--- src/rtl/video_pkg.sv ---
// -----------------------------------------------------------------------------
// video_pkg
//   Shared definitions for the scanline fetch path: default video geometry,
//   memory burst shape and the fetch FSM state type.
//   No ports; imported by video_line_fetcher.
// -----------------------------------------------------------------------------
package video_pkg;

    // Default active geometry of the display mode.
    localparam int WIDTH_DEF      = 400;
    localparam int HEIGHT_DEF     = 360;

    // Default memory interface shape.
    localparam int BURST_LEN_DEF  = 8;
    localparam int ADDR_WIDTH_DEF = 25;

    // Fetch sequencer states.
    //   IDLE : waiting for a vsync / hblank trigger
    //   REQ  : burst request outstanding, waiting for mem_ack
    //   DATA : collecting the BURST_LEN beats of the accepted burst
    typedef enum logic [1:0] {
        IDLE = 2'd0,
        REQ  = 2'd1,
        DATA = 2'd2
    } fetch_state_t;

endpackage : video_pkg

--- src/rtl/video_line_fetcher.sv ---
// -----------------------------------------------------------------------------
// video_line_fetcher
//   Fetches the next scanline from the framebuffer into a two-bank line buffer,
//   one line ahead of scan-out. A vsync pulse queues line 0; each hblank rising
//   edge on line y queues line y+1. A line is read as a sequence of fixed-length
//   bursts; every returned beat is written to bank line[0] of the line buffer.
//   A trigger that arrives while a fetch is still running is dropped and flagged.
//
// Ports
//   clk            in   video pixel clock
//   reset          in   asynchronous, active-high reset
//   fb_base        in   framebuffer base word address, captured on vsync
//   hblank         in   high while x >= WIDTH
//   vsync          in   one-cycle frame pulse
//   y              in   current line from the timing counter
//   mem_req        out  burst request, held until mem_ack
//   mem_addr       out  burst start word address, stable while mem_req is high
//   mem_ack        in   one-cycle request accept
//   mem_rvalid     in   read data beat valid
//   mem_rdata      in   read data
//   lb_we          out  line buffer write strobe
//   lb_bank        out  line buffer bank being written
//   lb_waddr       out  word index within the line
//   lb_wdata       out  line buffer write data
//   disp_bank      out  bank read by pixel output (registered y[0])
//   line_done      out  pulse together with the last word of a line
//   overrun        out  pulse: trigger arrived while a fetch was busy
//   overrun_sticky out  set by overrun, cleared only by reset
// -----------------------------------------------------------------------------
module video_line_fetcher
    import video_pkg::*;
#(
    parameter int WIDTH          = WIDTH_DEF,
    parameter int HEIGHT         = HEIGHT_DEF,
    parameter int WORDS_PER_LINE = WIDTH / 2,
    parameter int BURST_LEN      = BURST_LEN_DEF,
    parameter int ADDR_WIDTH     = ADDR_WIDTH_DEF
) (
    input  logic                  clk,
    input  logic                  reset,
    input  logic [ADDR_WIDTH-1:0] fb_base,
    input  logic                  hblank,
    input  logic                  vsync,
    input  logic [9:0]            y,
    output logic                  mem_req,
    output logic [ADDR_WIDTH-1:0] mem_addr,
    input  logic                  mem_ack,
    input  logic                  mem_rvalid,
    input  logic [31:0]           mem_rdata,
    output logic                  lb_we,
    output logic                  lb_bank,
    output logic [7:0]            lb_waddr,
    output logic [31:0]           lb_wdata,
    output logic                  disp_bank,
    output logic                  line_done,
    output logic                  overrun,
    output logic                  overrun_sticky
);

    localparam int                BEAT_W      = (BURST_LEN > 1) ? $clog2(BURST_LEN) : 1;
    localparam logic [BEAT_W-1:0] LAST_BEAT   = BEAT_W'(BURST_LEN - 1);
    localparam logic [7:0]        LAST_WORD   = 8'(WORDS_PER_LINE - 1);
    // Hblank edges on the last active line and below have no next line to fetch.
    localparam logic [9:0]        LAST_TRIG_Y = 10'(HEIGHT - 1);

    // -------------------------------------------------------------------------
    // Trigger detection
    // -------------------------------------------------------------------------
    logic                  hblank_q;
    logic                  trig_d,      trig_q;
    logic [9:0]            trig_line_d, trig_line_q;
    logic [ADDR_WIDTH-1:0] fb_base_q;

    // NOTE: every signal assigned in always_comb gets a default first, so no
    // path through the block leaves it unassigned and no latch is inferred.
    always_comb begin
        trig_d      = 1'b0;
        trig_line_d = '0;
        if (vsync) begin
            trig_d      = 1'b1;
            trig_line_d = '0;
        end else if (hblank && !hblank_q && (y < LAST_TRIG_Y)) begin
            trig_d      = 1'b1;
            trig_line_d = y + 10'd1;
        end
    end

    // NOTE: sequential state uses non-blocking assignments only, so every
    // register samples the pre-edge value of every other register.
    always_ff @(posedge clk or posedge reset) begin
        if (reset) begin
            hblank_q    <= 1'b0;
            trig_q      <= 1'b0;
            trig_line_q <= '0;
            fb_base_q   <= '0;
        end else begin
            hblank_q    <= hblank;
            trig_q      <= trig_d;
            trig_line_q <= trig_line_d;
            if (vsync) begin
                fb_base_q <= fb_base;
            end
        end
    end

    // Word offset of the triggered line inside the framebuffer; the product is
    // a constant multiply and wraps with the address space.
    logic [ADDR_WIDTH-1:0] line_off;
    assign line_off = ADDR_WIDTH'(32'(trig_line_q) * 32'(WORDS_PER_LINE));

    // -------------------------------------------------------------------------
    // Fetch sequencer
    // -------------------------------------------------------------------------
    fetch_state_t          state_q;
    logic                  bank_q;       // bank of the line being fetched
    logic [7:0]            word_idx_q;   // next word of the line to be written
    logic [BEAT_W-1:0]     beat_q;       // beat within the current burst
    logic                  mem_req_q;
    logic [ADDR_WIDTH-1:0] mem_addr_q;
    logic                  lb_we_q;
    logic                  lb_bank_q;
    logic [7:0]            lb_waddr_q;
    logic [31:0]           lb_wdata_q;
    logic                  disp_bank_q;
    logic                  line_done_q;
    logic                  overrun_q;
    logic                  overrun_sticky_q;

    always_ff @(posedge clk or posedge reset) begin
        if (reset) begin
            state_q          <= IDLE;
            bank_q           <= 1'b0;
            word_idx_q       <= '0;
            beat_q           <= '0;
            mem_req_q        <= 1'b0;
            mem_addr_q       <= '0;
            lb_we_q          <= 1'b0;
            lb_bank_q        <= 1'b0;
            lb_waddr_q       <= '0;
            lb_wdata_q       <= '0;
            disp_bank_q      <= 1'b0;
            line_done_q      <= 1'b0;
            overrun_q        <= 1'b0;
            overrun_sticky_q <= 1'b0;
        end else begin
            // Single-cycle strobes fall back to 0 unless re-asserted below.
            lb_we_q     <= 1'b0;
            line_done_q <= 1'b0;
            overrun_q   <= 1'b0;
            disp_bank_q <= y[0];

            // A trigger that finds the sequencer busy is reported and dropped;
            // the running fetch carries on untouched.
            if (trig_q && (state_q != IDLE)) begin
                overrun_q        <= 1'b1;
                overrun_sticky_q <= 1'b1;
            end

            unique case (state_q)
                IDLE: begin
                    if (trig_q) begin
                        state_q    <= REQ;
                        bank_q     <= trig_line_q[0];
                        word_idx_q <= '0;
                        beat_q     <= '0;
                        mem_req_q  <= 1'b1;
                        mem_addr_q <= fb_base_q + line_off;
                    end
                end

                REQ: begin
                    if (mem_ack) begin
                        state_q   <= DATA;
                        mem_req_q <= 1'b0;
                        beat_q    <= '0;
                    end
                end

                DATA: begin
                    if (mem_rvalid) begin
                        lb_we_q    <= 1'b1;
                        lb_bank_q  <= bank_q;
                        lb_waddr_q <= word_idx_q;
                        lb_wdata_q <= mem_rdata;
                        word_idx_q <= word_idx_q + 8'd1;
                        beat_q     <= beat_q + BEAT_W'(1);
                        if (beat_q == LAST_BEAT) begin
                            if (word_idx_q == LAST_WORD) begin
                                state_q     <= IDLE;
                                line_done_q <= 1'b1;
                            end else begin
                                // Bursts of a line are contiguous, so the next
                                // start address is the previous one plus a burst.
                                state_q    <= REQ;
                                mem_req_q  <= 1'b1;
                                mem_addr_q <= mem_addr_q + ADDR_WIDTH'(BURST_LEN);
                            end
                        end
                    end
                end

                default: begin
                    state_q <= IDLE;
                end
            endcase
        end
    end

    assign mem_req        = mem_req_q;
    assign mem_addr       = mem_addr_q;
    assign lb_we          = lb_we_q;
    assign lb_bank        = lb_bank_q;
    assign lb_waddr       = lb_waddr_q;
    assign lb_wdata       = lb_wdata_q;
    assign disp_bank      = disp_bank_q;
    assign line_done      = line_done_q;
    assign overrun        = overrun_q;
    assign overrun_sticky = overrun_sticky_q;

endmodule : video_line_fetcher

--- config.mk ---
export PLATFORM = sky130hd
export DESIGN_NAME = video_line_fetcher
export DESIGN_NICKNAME = d
export VERILOG_FILES = /design/src/rtl/video_pkg.sv /design/src/rtl/video_line_fetcher.sv
export SDC_FILE = /design/constraint.sdc
export NUM_CORES = 1
export LEC_CHECK = 0
export CAP_MARGIN = 0
export CORE_MARGIN = 8
export CORE_UTILIZATION = 56
export CTS_CLUSTER_SIZE = 30
export DETAILED_ROUTE_END_ITERATION = 6
export PLACE_DENSITY = 0.86
export SLEW_MARGIN = 20
export SYNTH_ARGS = -nofsm -noshare
export SYNTH_HDL_FRONTEND = slang
export SYNTH_SLANG_ARGS = --single-unit
--- constraint.sdc ---
create_clock -name clk -period 10.94 [get_ports clk]
set_input_delay 1.094 -clock clk [delete_from_list [all_inputs] [get_ports clk]]
set_output_delay 1.094 -clock clk [all_outputs]
set_load 0.01 [all_outputs]
==> metrics.txt, run 1 <==
outcome=finished clean; CTS Buffer Depth=2; Compound-Gate Fraction of Synth Area=0.134; Hold Vio Cnt, Final=0; Reg area=0.00308 mm²; first-pass GRT wire length=30,200 µm; Post-Layout Cell Count=1,091; setup tns final=0 ps; FILL cells=894; Worst-Margin Slew=903 ps; layout cells sized above 1=0.0805; Overflow after GRT=0; detailed placement HPWL=13,000 µm; simple-gate share of the synthesized area=0.192; mapped cell area=0.00704 mm²; CTS tree=built; post-synth top area cell=dfrtp_1; most frequent cells in the layout=178 x nand2_1, 144 x clkdlybuf4s50_1, 123 x dfrtp_1, 58 x a21oi_1, 57 x ha_1; Clock Sinks=123; clk_skew=10.5 ps; diodes inserted=0; final critical-path required period=4610 ps; antenna-violating nets left=0; share of synthesized registers carrying an async set or reset=1.00; CP Data Arrival Time=4890 ps; CTS root buf=clkbuf_16; area grow syn2layout=31.1%; leakage power=0.00436 µW; Core Box Area=0.0125 mm²; Max rail drop VDD=0.130 mV; post-layout util=0.740; cts bufs inserted=17; hold bufs inserted after CTS=0; routed len/inst=17.0 µm; Worst EP required=11,230 ps; Hold Path Class=flop to flop; vias in the first global route=6,122; top_reg_cell synth=dfrtp_1; unrepaired setup endpoints after global routing=no; largest fanout on the critical path=7; Routed WL=18,500 µm; #FFs+latches synth=123; Top Ports=145; Post-Synth Adder-Cell Area=0.118; Synth Instances=768; DRT Pass-1 Iters=5; Die X=128 µm; Achievable Freq=0.217 GHz; vias per cell=5.74; mux share of post-synthesis cell area=0.0397; initial antenna violation count=0; largest net degree at the start of global routing=74; max_cap viols=0; final period utilization=0.421; Critical Path End Type=flop; vias=6,259; Hold WS=462 ps; Post-synth EDFFs=0; YS warnings=0; H-Tree Depth=4; Iteration-0 DRC Markers=816; multi-input logic area=0.00371 mm²; Max Slew Vio Count=0; Pwr Density=218 mW/mm²; Buffers on Ports=144; CP Launch Type=flop; final setup fails=0; syn nets=904; Worst-path clk slew=60 ps; Worst slew margin=0.397; Tot GR Track Use=0.231; xor and xnor fraction of the mapped netlist area=0.0423; Final nets=1,042; synth top area cells=dfrtp_1 44%, ha_1 10%, nand2_1 9.5%; Synth top area share=0.437; clk_lat worst skew=420 ps; Die Area=0.0164 mm²; cell count after placement=1,059; row cnt=41; sequential-to-total area share from yosys stat=0.437; syn avg cell area=9.16 µm²; Die Span Y=128 µm; DRC errors left=0; CTS-repair resized insts=0; combinational family with the most area after synthesis=simple AND/OR/NAND/NOR gates; initial core utilization=0.564; commonest non-fill, non-tap cell in the layout=nand2_1; GPL Wtd Cong=0.863; synth unique cells=57; Post-CTS Setup Bufs=0; kind of critical path=flop to flop
==> path summary, 6_finish.rpt <==
kind                                 from            to  slack (ps)  depth (start not counted)
hold reg to reg              fb_base_q[0]   mem_addr[0]         460                          2
setup / recovery           trig_line_q[3]  mem_addr[21]        6330                         17
setup reg to reg           trig_line_q[3]  mem_addr[21]        6330                         17
hold / removal               fb_base_q[0]   mem_addr[0]         460                          2
min in group asynchronous           reset  lb_wdata[29]        1210                          2
max in group asynchronous           reset   mem_addr[1]        8540                          3
==> registers in the layout, summed over array words and instances, names as in the netlist, 2 cells and up <==
name and count:
lb_wdata 32, fb_base_q 25, mem_addr 25, trig_line_q 10
lb_waddr 8, word_idx_q 8, beat_q 3, state_q 2
==> power breakdown <==
| group | internal, µW | total, µW | switching, µW |
|---|---|---|---|
| clock network | 399 | 607 | 208 |
| registers | 585 | 709 | 123 |
| logic | 342 | 696 | 355 |
==> cell families after synthesis <==
logic type / count (synthesis)
xor gates and xnor gates: 34
other: 1
adders and majority gates: 63
and+or+nand+nor: 310
DFF: 123
muxes: 25
AOI/OAI and AO/OA: 154
buffers and inverters: 58
==> per-stage QoR <==
stage / instance area, µm² / power [µW] / worst slack (ps)
floorplan: 7040 / 1050 / 6580
global placement: 8590 / 1380 / 6650
detailed placement: 8590 / 1400 / 6450
CTS: 9230 / 2020 / 6360
global route: 9230 / 2120 / 6010
finish: 9230 / 2010 / 6330
==> Yosys cell counts, types with 3 or more instances <==
cell type and count:
a211oi_1 4, a21o_1 6, a21oi_1 58, a22o_1 3, a31oi_1 10, and2_1 4, and3_1 9, buf_1 4
clkbuf_1 20, dfrtp_1 123, fa_1 6, ha_1 57, inv_1 27, mux2_2 23, nand2_1 178, nand2b_1 5
nand3_1 19, nand4_1 13, nor2_1 53, nor2b_1 5, nor3_1 8, o21a_1 3, o21ai_0 35, o221ai_1 4
o22a_1 3, o31ai_1 4, o32ai_1 4, or2_2 5, or3_1 3, xnor2_1 20, xor2_1 14
==> worst max-delay path, stage by stage, from the launching register on <==
cell      delay [ps]
dfrtp_1          400
ha_1             310
ha_1             320
fa_1             460
ha_1             360
a21oi_1          180
nor2b_1          100
o31ai_1          360
a21oi_1          170
a21o_1           210
a21oi_1          170
xnor2_1          160
ha_1             340
a21o_1           230
a31oi_1          270
a21oi_1          140
xnor2_1          160
o221ai_1         140
==> layout make-up <==
type / count / area share
Clock inverter: 10 / 0.0176
Sequential cell: 123 / 0.334
Timing Repair Buffer: 149 / 0.160
Inverter: 28 / 0.0117
Multi-Input combinational cell: 587 / 0.402
Tap cell: 172 / 0.0233
Clock buffer: 22 / 0.0514
==> metal layers <==
| layer | wire length (µm) | track usage | up-vias |
|---|---|---|---|
| li1 | - | - | 2943 |
| met1 | 7830 | 0.291 | 2991 |
| met2 | 8840 | 0.367 | 270 |
| met3 | 1230 | 0.0516 | 55 |
| met4 | 609 | 0.118 | 0 |
| met5 | 0 | 0 | - |
Power figures use the tool's default switching activity.
==> run 2: changes to the inputs <==
Settings changed: CORE_UTILIZATION 56 to 47, PLACE_DENSITY 0.86 to 0.77.
Clock period 10.94 ns to 3.7 ns, I/O delays scaled along.
==> metrics.txt, run 2 (synthesis results as in run 1) <==
Die X=138 µm (+8.0%); clk_skew=6.07 ps (-4.40 ps); outcome=complete, but fails checks; Achievable Freq=0.245 GHz (+13%); diodes inserted=0 (unchanged); Hold WS=391 ps (-70.8 ps); final critical-path required period=4080 ps (-526 ps); initial core utilization=0.482 (-0.0821); Routed WL=19,900 µm (+7.6%); Die Span Y=138 µm (+8.0%); CP Launch Type=flop; CP max stage delay=540 ps (+80 ps); Final nets=1,093 (+4.9%); clk_lat worst skew=420 ps (about the same); Worst slew margin=0.505 (+0.108); max_cap viols=0 (unchanged); CTS tree=built; largest net degree at the start of global routing=76 (+2.7%); largest fanout on the critical path=7 (unchanged); CTS Buffer Depth=2 (unchanged); crit path cell chain=ha_4, ha_4, fa_1, ha_4, a21oi_2, nor2b_4, o31ai_2, a21oi_2, a21o_1, a21oi_2, xnor2_2, ha_4, a21o_1, nor2b_4, nor2_1, o21ai_1, nand2_1, o21ai_1, o311ai_1; initial antenna violation count=1 (+1); detailed placement HPWL=13,700 µm (+5.8%); number of cells on the critical path=19 (+2); commonest non-fill, non-tap cell in the layout=nand2_1; GPL Wtd Cong=0.879 (+1.8%); Slowest-stage cell, CP=fa_1; slack of the critical path=-382 ps (-6710 ps); Worst-path clk slew=60 ps (about the same); Die Area=0.0191 mm² (+17%); post-layout util=0.691 (-0.0492); DRT Pass-1 Iters=5 (unchanged); leakage power=0.00464 µW (+6.5%); Worst setup endpoint=mem_addr[24]; FILL cells=1,028 (+15%); routed len/inst=17.3 µm (+1.8%); Top Ports=145 (unchanged); final setup fails=11 (+11); worst r2r src=trig_line_q[3]; DRC errors left=0 (unchanged); antenna-violating nets left=0 (unchanged); setup tns final=-2840 ps (-2840 ps); CTS root buf=clkbuf_16; unrepaired setup endpoints after global routing=yes; Worst Setup Slack post-DPL=-428 ps (-6870 ps); cell count after placement=1,116 (+5.4%); H-Tree Depth=4 (unchanged); most used cell, CP=ha_4; CP Data Arrival Time=4370 ps (-520 ps); layout cells sized above 1=0.191 (+0.110); FF-to-FF setup slack=-380 ps (-6710 ps); Pwr Density=592 mW/mm² (+170%); CP startpoint=trig_line_q[3]; area grow syn2layout=43.3%; reg2reg end=mem_addr[24]; worst path bufs/invs=0 (unchanged); Buffers on Ports=144 (unchanged); Overflow after GRT=0 (unchanged); most frequent cells in the layout=177 x nand2_1, 144 x clkdlybuf4s50_1, 123 x dfrtp_1, 50 x nor2_1; Iteration-0 DRC Markers=712 (-13%); cts bufs inserted=17 (unchanged); Worst-Margin Slew=741 ps (-162 ps); Hold Vio Cnt, Final=0 (unchanged); Clock Sinks=123 (unchanged); Critical Path End Type=flop; row cnt=44 (+7.3%); kind of critical path=flop to flop; CP delay by family, top=adder cells; first-pass GRT wire length=31,700 µm (+4.9%); Core Box Area=0.0146 mm² (+17%); Hold Path Class=input port to asynchronous set/reset pin; worst r2r path cells=19 (+2); Max rail drop VDD=0.419 mV (+220%); final period utilization=1.10 (+0.682); max reg flops=32 (unchanged); Max Slew Vio Count=0 (unchanged); vias per cell=5.44 (-5.2%); Worst EP required=3990 ps (-7240 ps); Post-Layout Cell Count=1,154 (+5.8%); Tot GR Track Use=0.203 (-0.0284); vias in the first global route=6,263 (+2.3%); failing checks=negative setup slack; vias=6,279 (+0.32%)
run 2: stage by stage:
stage	instance area (µm²)	total power, µW
CTS	9930	5980
global placement	9080	4140
detailed placement	9080	4190
global route	10100	6310
floorplan	7170	3120
finish	10100	5970
run 2: worst reg2reg max path, stage by stage (launching register included):
cell and delay [ps]:
dfrtp_1 430, ha_4 300, ha_4 190, fa_1 540
ha_4 230, a21oi_2 190, nor2b_4 60, o31ai_2 250
a21oi_2 110, a21o_1 180, a21oi_2 170, xnor2_2 110
ha_4 330, a21o_1 220, nor2b_4 180, nor2_1 70
o21ai_1 120, nand2_1 70, o21ai_1 130, o311ai_1 100
run 2: layer usage:
metal  wire (µm)  part of all wire  up-vias  GRT usage
met1        8490              0.43     2991      0.248
met5          10           0.00050        -          0
met3        1070             0.054       44     0.0572
li1            -                 -     3046          -
met4         600             0.030        2     0.0887
met2        9750              0.49      196      0.327
run 2: layout make-up:
type | instances | area (µm²) | share of cell area
clock buffers | 22 | 474 | 0.0470
clock inverters | 10 | 140 | 0.0139
inverters | 28 | 108 | 0.0107
multi-input cells | 587 | 4150 | 0.411
flip-flops and latches | 123 | 3080 | 0.305
well taps | 184 | 230 | 0.0228
repair buffers | 200 | 1900 | 0.189
run 2: worst min path at each step:
stage                      start            to  slack (ps)  cells after the start
floorplan                   y[0]     disp_bank         400                      0
global placement    fb_base_q[0]   mem_addr[0]         450                      2
detailed placement  fb_base_q[2]   mem_addr[2]         450                      2
CTS                       hblank      hblank_q         400                      1
global route              hblank      hblank_q         420                      1
finish                     reset  lb_wdata[25]         390                      2
run 2: timing repair:
item                                    4_1_cts  5_1_grt
endpoints found under the setup margin       12       13
gates resized for setup                      42       24
hold buffers                                  0        0
setup buffers                                 4        3
pin swaps                                    28       19
run 2: where the power goes:
group | switching, µW | leakage (µW) | internal, µW | total (µW)
clock network | 598 | 0.000292 | 1110 | 1710
registers | 359 | 0.00153 | 1730 | 2090
logic | 1070 | 0.00282 | 1100 | 2170
total | 2030 | 0.00464 | 3940 | 5970
